### src/rtl/enc_rr_arbiter_if.sv
// enc_rr_arbiter_if: handshake bundle between the requester bank and the
// round-robin arbiter.
//   req       requester -> arbiter, bit i = requester i
//   done      requester -> arbiter, current grantee releases the resource
//   gnt       arbiter -> bank, one-hot grant (zero when idle)
//   gnt_id    arbiter -> bank, encoded index of the set gnt bit (0 when idle)
//   gnt_valid arbiter -> bank, high while a grant is held
//   timeout   arbiter -> bank, one-cycle pulse after a tenure expired
interface enc_rr_arbiter_if;
  logic [7:0] req;
  logic       done;
  logic [7:0] gnt;
  logic [2:0] gnt_id;
  logic       gnt_valid;
  logic       timeout;

  modport master (output req, done, input gnt, gnt_id, gnt_valid, timeout);
  modport slave  (input req, done, output gnt, gnt_id, gnt_valid, timeout);
endinterface

### src/rtl/enc_rr_arbiter.sv
// enc_rr_arbiter: eight-way round-robin arbiter with bounded grant tenure.
// Reports the winner one-hot (gnt) and encoded (gnt_id, bit i <-> i).
// Every tenure is followed by one mandatory empty GAP cycle.
//   clk    rising-edge clock
//   rst_n  synchronous active-low reset
//   bus    slave side of enc_rr_arbiter_if (req/done in, grant outputs out)
// All outputs are registers; nothing combinational reaches them from req/done.
module enc_rr_arbiter #(
  parameter int HOLD_MAX = 16,  // max tenure in cycles, 2..255
  parameter int CW       = 8    // tenure counter width, 2^CW > HOLD_MAX
) (
  input  logic             clk,
  input  logic             rst_n,
  enc_rr_arbiter_if.slave  bus
);

  typedef enum logic [1:0] {IDLE, GRANT, GAP} st_t;

  st_t         st, st_nxt;
  logic [2:0]  ptr, ptr_nxt;
  logic [CW-1:0] cnt, cnt_nxt;
  logic [7:0]  gnt, gnt_nxt;
  logic [2:0]  gnt_id, gnt_id_nxt;
  logic        gnt_valid, gnt_valid_nxt;
  logic        timeout, timeout_nxt;

  // rotating-priority search result
  logic        win_found;
  logic [2:0]  win_id;
  logic [2:0]  idx;

  // release conditions while in GRANT
  logic        drop, expire, release_now;

  assign bus.gnt       = gnt;
  assign bus.gnt_id    = gnt_id;
  assign bus.gnt_valid = gnt_valid;
  assign bus.timeout   = timeout;

  // First set req bit at or after ptr, wrapping mod 8.
  always_comb begin
    win_found = 1'b0;
    win_id    = 3'd0;
    idx       = 3'd0;
    for (int k = 0; k < 8; k++) begin
      idx = ptr + 3'(k);
      if (!win_found && bus.req[idx]) begin
        win_found = 1'b1;
        win_id    = idx;
      end
    end
  end

  assign drop        = !bus.req[gnt_id];
  assign expire      = (cnt == CW'(HOLD_MAX - 1));
  assign release_now = bus.done || drop || expire;

  always_ff @(posedge clk) begin
    if (!rst_n) begin
      st        <= IDLE;
      ptr       <= 3'd0;
      cnt       <= '0;
      gnt       <= 8'h00;
      gnt_id    <= 3'd0;
      gnt_valid <= 1'b0;
      timeout   <= 1'b0;
    end else begin
      st        <= st_nxt;
      ptr       <= ptr_nxt;
      cnt       <= cnt_nxt;
      gnt       <= gnt_nxt;
      gnt_id    <= gnt_id_nxt;
      gnt_valid <= gnt_valid_nxt;
      timeout   <= timeout_nxt;
    end
  end

  always_comb begin
    st_nxt        = st;
    ptr_nxt       = ptr;
    cnt_nxt       = cnt;
    gnt_nxt       = gnt;
    gnt_id_nxt    = gnt_id;
    gnt_valid_nxt = gnt_valid;
    timeout_nxt   = 1'b0;
    unique case (st)
      IDLE: begin
        if (win_found) begin
          st_nxt        = GRANT;
          gnt_nxt       = 8'b1 << win_id;
          gnt_id_nxt    = win_id;
          gnt_valid_nxt = 1'b1;
          ptr_nxt       = win_id + 3'd1;  // wraps 7 -> 0
          cnt_nxt       = '0;
        end
      end
      GRANT: begin
        if (release_now) begin
          st_nxt        = GAP;
          gnt_nxt       = 8'h00;
          gnt_id_nxt    = 3'd0;
          gnt_valid_nxt = 1'b0;
          // only flag expiry when it was the sole reason for release
          timeout_nxt   = expire && !bus.done && !drop;
        end else begin
          cnt_nxt = cnt + CW'(1);  // cannot pass HOLD_MAX-1: expire releases first
        end
      end
      GAP: st_nxt = IDLE;
      default: st_nxt = IDLE;
    endcase
  end

endmodule

### src/flat_wrapper.sv
// flat-port wrapper written by rule: the top's interface ports become plain ports
module enc_rr_arbiter_flat 
#(
  parameter int HOLD_MAX = 16,                                 
  parameter int CW       = 8                                            
)
  (clk, rst_n, bus_req, bus_done, bus_gnt, bus_gnt_id, bus_gnt_valid, bus_timeout);
  enc_rr_arbiter_if bus_i ();
  input  logic clk;
  input  logic rst_n;
  input wire logic [$bits(bus_i.req)-1:0] bus_req;
  input wire logic [$bits(bus_i.done)-1:0] bus_done;
  output wire logic [$bits(bus_i.gnt)-1:0] bus_gnt;
  output wire logic [$bits(bus_i.gnt_id)-1:0] bus_gnt_id;
  output wire logic [$bits(bus_i.gnt_valid)-1:0] bus_gnt_valid;
  output wire logic [$bits(bus_i.timeout)-1:0] bus_timeout;
  assign bus_i.req = bus_req;
  assign bus_i.done = bus_done;
  assign bus_gnt = bus_i.gnt;
  assign bus_gnt_id = bus_i.gnt_id;
  assign bus_gnt_valid = bus_i.gnt_valid;
  assign bus_timeout = bus_i.timeout;
  enc_rr_arbiter #(.HOLD_MAX(HOLD_MAX), .CW(CW)) u_core (.clk(clk), .rst_n(rst_n), .bus(bus_i));
endmodule
### config.mk
export PLATFORM = sky130hd
export DESIGN_NAME = enc_rr_arbiter_flat
export DESIGN_NICKNAME = d
export VERILOG_FILES = /design/src/rtl/enc_rr_arbiter_if.sv /design/src/rtl/enc_rr_arbiter.sv /design/src/flat_wrapper.sv
export SDC_FILE = /design/constraint.sdc
export NUM_CORES = 1
export LEC_CHECK = 0
export ABC_AREA = 1
export BUFFER_PORTS_ARGS = -buffer_cell sky130_fd_sc_hd__buf_2
export CORE_UTILIZATION = 40
export DETAILED_ROUTE_END_ITERATION = 10
export PLACE_DENSITY_LB_ADDON = 0.05
export REMOVE_ABC_BUFFERS = 1
export SYNTH_ARGS = -nofsm -noshare
export SYNTH_HDL_FRONTEND = slang
export SYNTH_SLANG_ARGS = --single-unit
### constraint.sdc
create_clock -name clk -period 3.6 [get_ports clk]
set_input_delay 0.36 -clock clk [delete_from_list [all_inputs] [get_ports clk]]
set_output_delay 0.36 -clock clk [all_outputs]
set_load 0.005 [all_outputs]
==> results of run 1 <==
## power groups by stage
stage          Sequential [W]  Combinational, W  Clock (W)
2_1_floorplan        0.000430           0.00119          0
3_3_place_gp         0.000414           0.00157          0
3_5_place_dp         0.000413           0.00156          0
4_1_cts              0.000407           0.00157   0.000251
5_1_grt              0.000417           0.00178   0.000259
6_report             0.000406           0.00156   0.000246
## kinds of logic after synthesis
logic type	after synthesis	share of synthesized area
buffers and inverters	36	0.0770
xor gates and xnor gates	7	0.0416
muxes	1	0.00497
DFF	26	0.258
adders and majority gates	6	0.0373
AOI/OAI and AO/OA	36	0.0988
and+or+nand+nor	192	0.482
## critical path: stages, from the launching register on
cell and delay, ns:
sky130_fd_sc_hd__dfxtp_1 0.35, sky130_fd_sc_hd__inv_2 0.12, sky130_fd_sc_hd__ha_1 0.43, sky130_fd_sc_hd__inv_1 0.18
sky130_fd_sc_hd__nand3_1 0.12, sky130_fd_sc_hd__nand3_1 0.11, sky130_fd_sc_hd__nand2_2 0.08, sky130_fd_sc_hd__nor2_4 0.17
sky130_fd_sc_hd__nand4_4 0.14, sky130_fd_sc_hd__nor2_8 0.17, sky130_fd_sc_hd__nand3_1 0.13, sky130_fd_sc_hd__nor2_1 0.21
sky130_fd_sc_hd__nand3b_1 0.17, sky130_fd_sc_hd__inv_1 0.05, sky130_fd_sc_hd__ha_1 0.26, sky130_fd_sc_hd__o21ai_0 0.15
sky130_fd_sc_hd__a21oi_1 0.05
## sequential cells by signal, summed over array words and instances (netlist names)
register / flops
u_core.bus.gnt: 8
u_core.cnt: 8
u_core.bus.gnt_id: 3
u_core.ptr: 3
u_core.st: 2
u_core.bus.gnt_valid: 1
u_core.bus.timeout: 1
## per-stage QoR
| step | setup WS (ns) | util |
|---|---|---|
| CTS | 0.589 | 0.472 |
| finish | 0.594 | 0.472 |
| floorplan | 0.696 | - |
| global placement | 0.609 | 0.457 |
| detailed placement | 0.598 | 0.457 |
| global route | 0.302 | 0.472 |
## layer usage
metal	vias to the layer above	track usage	wire [um]
li1	1057	-	-
met2	44	0.370	2480
met4	0	0.0675	83
met5	-	0	0
met3	8	0.0290	135
met1	877	0.270	2370
## cell usage in the layout, fill, tap and decap left out
cell                        synthesis  routed
sky130_fd_sc_hd__inv_4              1       1
sky130_fd_sc_hd__xor2_2             1       1
sky130_fd_sc_hd__nor3_1             8       8
sky130_fd_sc_hd__nand2_2            5       5
sky130_fd_sc_hd__nand3b_1           4       4
sky130_fd_sc_hd__o22ai_1            1       1
sky130_fd_sc_hd__clkbuf_8           0       3
sky130_fd_sc_hd__xnor2_2            2       2
sky130_fd_sc_hd__clkinv_1           1       1
sky130_fd_sc_hd__nand3_1           43      43
sky130_fd_sc_hd__nand4_4            1       1
sky130_fd_sc_hd__o21bai_1           1       1
sky130_fd_sc_hd__buf_2              2      23
sky130_fd_sc_hd__mux2i_1            1       1
sky130_fd_sc_hd__o21ai_2            1       1
sky130_fd_sc_hd__nand3_2            6       6
sky130_fd_sc_hd__nand2_1           77      77
sky130_fd_sc_hd__ha_1               6       6
sky130_fd_sc_hd__nand4_1            8       8
sky130_fd_sc_hd__nand2_4            2       2
sky130_fd_sc_hd__nor2_1            26      26
sky130_fd_sc_hd__inv_1             24      24
sky130_fd_sc_hd__o21ai_0           10      10
sky130_fd_sc_hd__nor2_8             1       1
sky130_fd_sc_hd__xor2_1             4       4
sky130_fd_sc_hd__nor3b_1            1       1
sky130_fd_sc_hd__nor2_4             2       2
sky130_fd_sc_hd__nand3b_4           1       1
sky130_fd_sc_hd__bufinv_16          0       1
sky130_fd_sc_hd__a21oi_1           21      21
sky130_fd_sc_hd__nor2_2             6       6
sky130_fd_sc_hd__a31oi_2            1       1
sky130_fd_sc_hd__inv_2              4       4
sky130_fd_sc_hd__dfxtp_1           26      26
sky130_fd_sc_hd__o32ai_1            1       1
sky130_fd_sc_hd__buf_4              2       2
sky130_fd_sc_hd__and3_1             1       1
## cell type report
| cell class | instances | area (um2) |
|---|---|---|
| Fill cell | 519 | 2530 |
| Multi-Input combinational cell | 242 | 1340 |
| Sequential cell | 26 | 520 |
| Timing Repair Buffer | 25 | 130 |
| Inverter | 30 | 115 |
| Tap cell | 67 | 83.8 |
| Clock buffer | 3 | 41.3 |
| Clock inverter | 1 | 30.0 |
## worst max path at each step
stage | startpoint | end | depth (start not counted)
after CTS | u_core.ptr[0]$_SDFFE_PN0P_ | u_core.ptr[2]$_SDFFE_PN0P_ | 16
final | u_core.ptr[0]$_SDFFE_PN0P_ | u_core.ptr[2]$_SDFFE_PN0P_ | 16
after detailed placement | u_core.ptr[0]$_SDFFE_PN0P_ | u_core.ptr[2]$_SDFFE_PN0P_ | 16
after floorplan | u_core.ptr[0]$_SDFFE_PN0P_ | u_core.ptr[2]$_SDFFE_PN0P_ | 16
after global routing | u_core.ptr[0]$_SDFFE_PN0P_ | u_core.ptr[2]$_SDFFE_PN0P_ | 16
after global placement | u_core.ptr[0]$_SDFFE_PN0P_ | u_core.ptr[2]$_SDFFE_PN0P_ | 16
==> run_summary.xml, run 1 <==
<?xml version="1.0" encoding="UTF-8"?>
<metrics>
  <group name="floorplan">
    <metric name="fp-row-count" unit="">25</metric>
    <metric name="die_h" unit="um">73.0</metric>
    <metric name="floorplan.die.width" unit="um">73.0</metric>
    <metric name="start_util" unit="">0.421</metric>
    <metric name="floorplan.die_area" unit="um2">5320</metric>
    <metric name="area_inside_the_core_boundary" unit="um2">4790</metric>
    <metric name="i_o_pin_total" unit="">24</metric>
  </group>
  <group name="placed_design">
    <metric name="dpl.hpwl" unit="mm">4.11</metric>
    <metric name="place.gp.congestion" unit="">0.873</metric>
    <metric name="place_area" unit="um2">2190</metric>
    <metric name="portBuffers" unit="">23</metric>
    <metric name="place_inst" unit="">390</metric>
  </group>
  <group name="yosys">
    <metric name="yosysMostFrequentCell" unit="">sky130_fd_sc_hd__nand2_1</metric>
    <metric name="synth.yosys.warnings" unit="">0</metric>
    <metric name="synth_area" unit="um2">2010</metric>
    <metric name="netlist_instances" unit="">304</metric>
    <metric name="ys_types" unit="">37</metric>
    <metric name="synth_enable_flop_cells" unit="">0</metric>
    <metric name="ys_seq_area_frac" unit="">0.258</metric>
    <metric name="postSynth.asyncResetShare" unit="">0</metric>
    <metric name="synth_top_cell_by_area" unit="">sky130_fd_sc_hd__dfxtp_1</metric>
    <metric name="syn-mean-instance-area" unit="um2">6.63</metric>
    <metric name="yosysTopAreaCellShare" unit="">0.258</metric>
    <metric name="synth.top_cells.by_count" unit="">sky130_fd_sc_hd__nand2_1 (77), sky130_fd_sc_hd__nand3_1 (43), sky130_fd_sc_hd__dfxtp_1 (26), sky130_fd_sc_hd__nor2_1 (26), sky130_fd_sc_hd__inv_1 (24)</metric>
    <metric name="postSynth.topFlopCell" unit="">sky130_fd_sc_hd__dfxtp_1</metric>
    <metric name="ys_seq_elements" unit="">26</metric>
    <metric name="synth.top_cells.by_area" unit="">sky130_fd_sc_hd__dfxtp_1 (26%), sky130_fd_sc_hd__nand2_1 (14%), sky130_fd_sc_hd__nand3_1 (11%), sky130_fd_sc_hd__a21oi_1 (5.2%), sky130_fd_sc_hd__nor2_1 (4.8%)</metric>
  </group>
  <group name="setup_path">
    <metric name="cp-end-kind" unit="">register</metric>
    <metric name="worst_ep_arrival_time" unit="ns">3.18</metric>
    <metric name="ff2ff_path_depth" unit="">16</metric>
    <metric name="worstReg2RegEnd" unit="">u_core.ptr[2]$_SDFFE_PN0P_</metric>
    <metric name="cp_max_fo" unit="">13</metric>
    <metric name="nature_of_the_critical_path_startpoint" unit="">register</metric>
    <metric name="critPathKind" unit="">reg2reg</metric>
    <metric name="r2r_setup_slack" unit="ns">0.59</metric>
    <metric name="crit-reg2reg-launch" unit="">u_core.ptr[0]$_SDFFE_PN0P_</metric>
    <metric name="critical_path_required" unit="ns">3.77</metric>
  </group>
  <group name="pwr">
    <metric name="power_switching_share" unit="">0.542</metric>
    <metric name="p_leak" unit="nW">1.07</metric>
    <metric name="internal-power" unit="W">0.00101</metric>
    <metric name="power_per_cell_area" unit="nW/um2">978</metric>
    <metric name="power.net_switching" unit="W">0.00120</metric>
    <metric name="fin_total_pwr" unit="W">0.00221</metric>
    <metric name="power.share.clock" unit="">0.111</metric>
    <metric name="power.combinational.fraction" unit="">0.705</metric>
    <metric name="sequentialPowerShare" unit="">0.184</metric>
    <metric name="worst_ir_drop_vdd" unit="uV">366</metric>
  </group>
  <group name="worst_hold_path">
    <metric name="hold_class" unit="">in2reg</metric>
    <metric name="hold_path_endpoint" unit="">u_core.bus.timeout$_SDFF_PN0_</metric>
    <metric name="whs_path_depth" unit="">4</metric>
    <metric name="min-delay-start" unit="">bus_done</metric>
  </group>
  <group name="clocking">
    <metric name="clk-insertion-delay-late" unit="ns">0.28</metric>
    <metric name="maximum_buffer_depth_of_the_clock_tree" unit="">2</metric>
    <metric name="clock_tree.htree_level_count" unit="">1</metric>
    <metric name="post_cts_resize_count" unit="">0</metric>
    <metric name="hold_buffers" unit="">0</metric>
    <metric name="cts.repair_timing.setup_buffer_count" unit="">0</metric>
    <metric name="cts_buffer_count" unit="">3</metric>
    <metric name="cts_num_sinks" unit="">26</metric>
    <metric name="cts.reportedPaths.clkPinSlew" unit="ns">0.10</metric>
    <metric name="root_cell_of_the_clock_tree" unit="">sky130_fd_sc_hd__clkbuf_8</metric>
    <metric name="tritoncts_clock_tree" unit="">done</metric>
  </group>
  <group name="cells_and_area">
    <metric name="final_net_count" unit="">345</metric>
    <metric name="finish.cell_count_without_fillers" unit="">394</metric>
    <metric name="antennaDiodeCount" unit="">0</metric>
    <metric name="fraction_of_layout_cells_with_a_size_suffix_above_1" unit="">0.193</metric>
    <metric name="syn_to_final_growth" unit="%">12.2</metric>
    <metric name="postLayoutCellArea" unit="um2">2260</metric>
  </group>
  <group name="global_routing">
    <metric name="grt_overflow" unit="">0</metric>
    <metric name="via_count_of_the_first_global_routing_pass" unit="">1865</metric>
    <metric name="grt_first_pass_wirelength" unit="mm">8.75</metric>
    <metric name="antenna_found_initial" unit="">0</metric>
    <metric name="groute.usage.overall" unit="">0.212</metric>
    <metric name="grt_start_max_net_pins" unit="">18</metric>
  </group>
  <group name="timing">
    <metric name="fin_hold_ws" unit="ns">0.369</metric>
    <metric name="min_period" unit="ns">3.01</metric>
    <metric name="skew" unit="ns">0.00817</metric>
    <metric name="achievable-frequency" unit="MHz">333</metric>
    <metric name="report.final.slew_viol_count" unit="">0</metric>
    <metric name="grt_setup_unrepaired" unit="">false</metric>
    <metric name="tns" unit="ns">0</metric>
    <metric name="slew_headroom" unit="">0.604</metric>
    <metric name="setup_violations" unit="">0</metric>
    <metric name="final_cycle_utilization_of_the_critical_path" unit="">0.835</metric>
    <metric name="tightest_slew" unit="ns">0.593</metric>
    <metric name="hold_viol" unit="">0</metric>
  </group>
  <group name="drt">
    <metric name="drt_pass1_iterations" unit="">4</metric>
    <metric name="detailroute.via_count" unit="">1986</metric>
    <metric name="drc" unit="">0</metric>
    <metric name="routedWlPerCell" unit="um">12.9</metric>
    <metric name="finalWirelength" unit="mm">5.07</metric>
    <metric name="ant_nets" unit="">0</metric>
    <metric name="detail_route.iter0.violations" unit="">95</metric>
    <metric name="routed_via_density" unit="">5.04</metric>
  </group>
  <group name="job">
    <metric name="maxCapViolCount" unit="">0</metric>
  </group>
  <group name="status">
    <metric name="status" unit="">completed</metric>
  </group>
</metrics>
Power figures use the tool's default switching activity.
==> run 2, diff against run 1 <==
==> constraint.sdc (replaced) <==
create_clock -name clk -period 2.7 [get_ports clk]
set_input_delay 0.27 -clock clk [delete_from_list [all_inputs] [get_ports clk]]
set_output_delay 0.27 -clock clk [all_outputs]
set_load 0.005 [all_outputs]
==> run 2 against run 1 <==
Critical path depth did not move; clock skew fell by 0.0033 ns; fmax rose by 18%; clock-buffer cell count did not move; die area did not move; cell count rose by 3.0%; setup slack got worse by 0.45 ns; largest power group unchanged.
==> run_summary.xml, run 2 (synthesis gave the netlist of run 1 again) <==
<?xml version="1.0" encoding="UTF-8"?>
<metrics>
  <group name="global_routing">
    <metric name="grt_first_pass_wirelength" unit="mm">8.50</metric>
    <metric name="grt_start_max_net_pins" unit="">18</metric>
    <metric name="groute.usage.overall" unit="">0.205</metric>
    <metric name="via_count_of_the_first_global_routing_pass" unit="">1842</metric>
    <metric name="antenna_found_initial" unit="">0</metric>
    <metric name="grt_overflow" unit="">0</metric>
  </group>
  <group name="setup_path">
    <metric name="cp_max_fo" unit="">7</metric>
    <metric name="nature_of_the_critical_path_startpoint" unit="">register</metric>
    <metric name="worstReg2RegEnd" unit="">u_core.ptr[2]$_SDFFE_PN0P_</metric>
    <metric name="ff2ff_path_depth" unit="">16</metric>
    <metric name="worst_ep_arrival_time" unit="ns">2.72</metric>
    <metric name="critPathKind" unit="">reg2reg</metric>
    <metric name="crit-reg2reg-launch" unit="">u_core.ptr[0]$_SDFFE_PN0P_</metric>
    <metric name="critical_path_required" unit="ns">2.86</metric>
    <metric name="cp-end-kind" unit="">register</metric>
    <metric name="r2r_setup_slack" unit="ns">0.15</metric>
  </group>
  <group name="drt">
    <metric name="finalWirelength" unit="mm">5.11</metric>
    <metric name="ant_nets" unit="">0</metric>
    <metric name="routedWlPerCell" unit="um">12.6</metric>
    <metric name="drc" unit="">0</metric>
    <metric name="detailroute.via_count" unit="">2021</metric>
    <metric name="routed_via_density" unit="">4.98</metric>
    <metric name="detail_route.iter0.violations" unit="">57</metric>
    <metric name="drt_pass1_iterations" unit="">4</metric>
  </group>
  <group name="pwr">
    <metric name="power.combinational.fraction" unit="">0.736</metric>
    <metric name="power.net_switching" unit="W">0.00171</metric>
    <metric name="p_leak" unit="nW">1.12</metric>
    <metric name="sequentialPowerShare" unit="">0.166</metric>
    <metric name="power.share.clock" unit="">0.098</metric>
    <metric name="power_switching_share" unit="">0.525</metric>
    <metric name="worst_ir_drop_vdd" unit="uV">451</metric>
    <metric name="fin_total_pwr" unit="W">0.00326</metric>
    <metric name="power_per_cell_area" unit="nW/um2">1350</metric>
    <metric name="internal-power" unit="W">0.00155</metric>
  </group>
  <group name="placed_design">
    <metric name="portBuffers" unit="">23</metric>
    <metric name="dpl.hpwl" unit="mm">4.06</metric>
    <metric name="place.gp.congestion" unit="">0.826</metric>
  </group>
  <group name="cells_and_area">
    <metric name="final_net_count" unit="">357</metric>
    <metric name="antennaDiodeCount" unit="">0</metric>
    <metric name="fillerInstances" unit="">503</metric>
    <metric name="mostFrequentLayoutCell" unit="">sky130_fd_sc_hd__nand2_1</metric>
    <metric name="final_cell_mix" unit="">sky130_fd_sc_hd__nand2_1 (75), sky130_fd_sc_hd__nand3_1 (41), sky130_fd_sc_hd__nor2_1 (25)</metric>
    <metric name="biggestRegsByFlops" unit="">u_core.bus.gnt x8, u_core.cnt x8</metric>
    <metric name="syn_to_final_growth" unit="%">19.9</metric>
    <metric name="fraction_of_layout_cells_with_a_size_suffix_above_1" unit="">0.257</metric>
  </group>
  <group name="floorplan">
    <metric name="die_h" unit="um">73.0</metric>
    <metric name="floorplan.die_area" unit="um2">5320</metric>
    <metric name="fp-row-count" unit="">25</metric>
    <metric name="floorplan.die.width" unit="um">73.0</metric>
    <metric name="i_o_pin_total" unit="">24</metric>
    <metric name="start_util" unit="">0.421</metric>
    <metric name="area_inside_the_core_boundary" unit="um2">4790</metric>
  </group>
  <group name="clocking">
    <metric name="cts_buffer_count" unit="">3</metric>
    <metric name="cts_num_sinks" unit="">26</metric>
    <metric name="tritoncts_clock_tree" unit="">done</metric>
    <metric name="clk-insertion-delay-late" unit="ns">0.27</metric>
    <metric name="clock_tree.htree_level_count" unit="">1</metric>
    <metric name="cts.reportedPaths.clkPinSlew" unit="ns">0.09</metric>
    <metric name="root_cell_of_the_clock_tree" unit="">sky130_fd_sc_hd__clkbuf_8</metric>
    <metric name="maximum_buffer_depth_of_the_clock_tree" unit="">2</metric>
  </group>
  <group name="timing">
    <metric name="report.final.slew_viol_count" unit="">0</metric>
    <metric name="final_cycle_utilization_of_the_critical_path" unit="">0.946</metric>
    <metric name="slew_headroom" unit="">0.687</metric>
    <metric name="setup_violations" unit="">0</metric>
    <metric name="fin_hold_ws" unit="ns">0.270</metric>
    <metric name="skew" unit="ns">0.00487</metric>
    <metric name="min_period" unit="ns">2.55</metric>
    <metric name="achievable-frequency" unit="MHz">392</metric>
    <metric name="tightest_slew" unit="ns">0.465</metric>
    <metric name="hold_viol" unit="">0</metric>
  </group>
  <group name="status">
    <metric name="status" unit="">completed</metric>
  </group>
  <group name="worst_hold_path">
    <metric name="hold_class" unit="">in2reg</metric>
    <metric name="hold_path_endpoint" unit="">u_core.bus.timeout$_SDFF_PN0_</metric>
    <metric name="whs_path_depth" unit="">4</metric>
    <metric name="min-delay-start" unit="">bus_done</metric>
  </group>
  <group name="job">
    <metric name="maxCapViolCount" unit="">0</metric>
  </group>
</metrics>
[run 2: worst max path at each step]
stage                                          start                          to  slack (ns)
after floorplan           u_core.ptr[0]$_SDFFE_PN0P_  u_core.ptr[2]$_SDFFE_PN0P_       -0.20
after detailed placement  u_core.ptr[0]$_SDFFE_PN0P_  u_core.ptr[2]$_SDFFE_PN0P_       0.003
final                     u_core.ptr[0]$_SDFFE_PN0P_  u_core.ptr[2]$_SDFFE_PN0P_        0.15
after global placement    u_core.ptr[0]$_SDFFE_PN0P_  u_core.ptr[2]$_SDFFE_PN0P_        0.07
after CTS                 u_core.ptr[0]$_SDFFE_PN0P_  u_core.ptr[2]$_SDFFE_PN0P_        0.01
after global routing      u_core.ptr[0]$_SDFFE_PN0P_  u_core.ptr[2]$_SDFFE_PN0P_      -0.006
[run 2: stage by stage]
step	setup TNS [ns]	cells	utilization	cell area, um2	setup WS (ns)
6_report	0	406	0.505	2410	0.146
5_1_grt	-0.00639	406	0.505	2410	-0.00639
4_1_cts	0	402	0.485	2320	0.0116
3_5_place_dp	0	398	0.470	2250	0.00254
3_3_place_gp	0	398	0.470	2250	0.0713
2_1_floorplan	-0.505	298	-	1970	-0.204
[run 2: area by class of cell]
cell class,instances,area [um2],share of cell area
well taps,67,83.8,0.0347
flip-flops and latches,26,524,0.217
clock inverters,1,30.0,0.0124
inverters,30,118,0.0487
clock buffers,3,41.3,0.0171
repair buffers,37,224,0.0927
multi-input cells,242,1390,0.577
[run 2: power by group through the flow]
stage | sequential (W) | clock (W) | combinational, W
5_1_grt | 0.000553 | 0.000341 | 0.00267
6_report | 0.000540 | 0.000319 | 0.00240
3_5_place_dp | 0.000544 | 0 | 0.00223
4_1_cts | 0.000535 | 0.000328 | 0.00225
3_3_place_gp | 0.000543 | 0 | 0.00224
2_1_floorplan | 0.000573 | 0 | 0.00158
[run 2: worst max-delay path, cell delays in order, from the launching register on]
cell and delay, ns:
sky130_fd_sc_hd__dfxtp_2 0.35, sky130_fd_sc_hd__inv_2 0.05, sky130_fd_sc_hd__ha_4 0.26, sky130_fd_sc_hd__buf_6 0.12, sky130_fd_sc_hd__nand3_1 0.09, sky130_fd_sc_hd__nand3_1 0.10, sky130_fd_sc_hd__nand2_2 0.08, sky130_fd_sc_hd__nor2_4 0.19
sky130_fd_sc_hd__nand4_4 0.14, sky130_fd_sc_hd__nor2_8 0.17, sky130_fd_sc_hd__nand3_2 0.10, sky130_fd_sc_hd__nor2_2 0.15, sky130_fd_sc_hd__nand3b_1 0.14, sky130_fd_sc_hd__inv_1 0.05, sky130_fd_sc_hd__ha_1 0.27, sky130_fd_sc_hd__o21ai_1 0.13
sky130_fd_sc_hd__a21oi_1 0.05
[run 2: timing repair]
| item | in CTS | in global routing |
|---|---|---|
| setup buffers | 0 | 4 |
| hold buffers | 0 | 0 |
| pin swaps | 0 | 4 |
| cloned | 0 | 0 |
| setup endpoints to repair | 1 | 11 |
| gates resized for setup | 1 | 17 |
[run 2: routing by layer]
metal | GRT usage | part of all wire | vias up
li1 | - | - | 1089
met1 | 0.252 | 0.47 | 888
met2 | 0.380 | 0.49 | 34
met3 | 0.0235 | 0.029 | 10
met4 | 0.0501 | 0.017 | 0
met5 | 0 | 0 | -
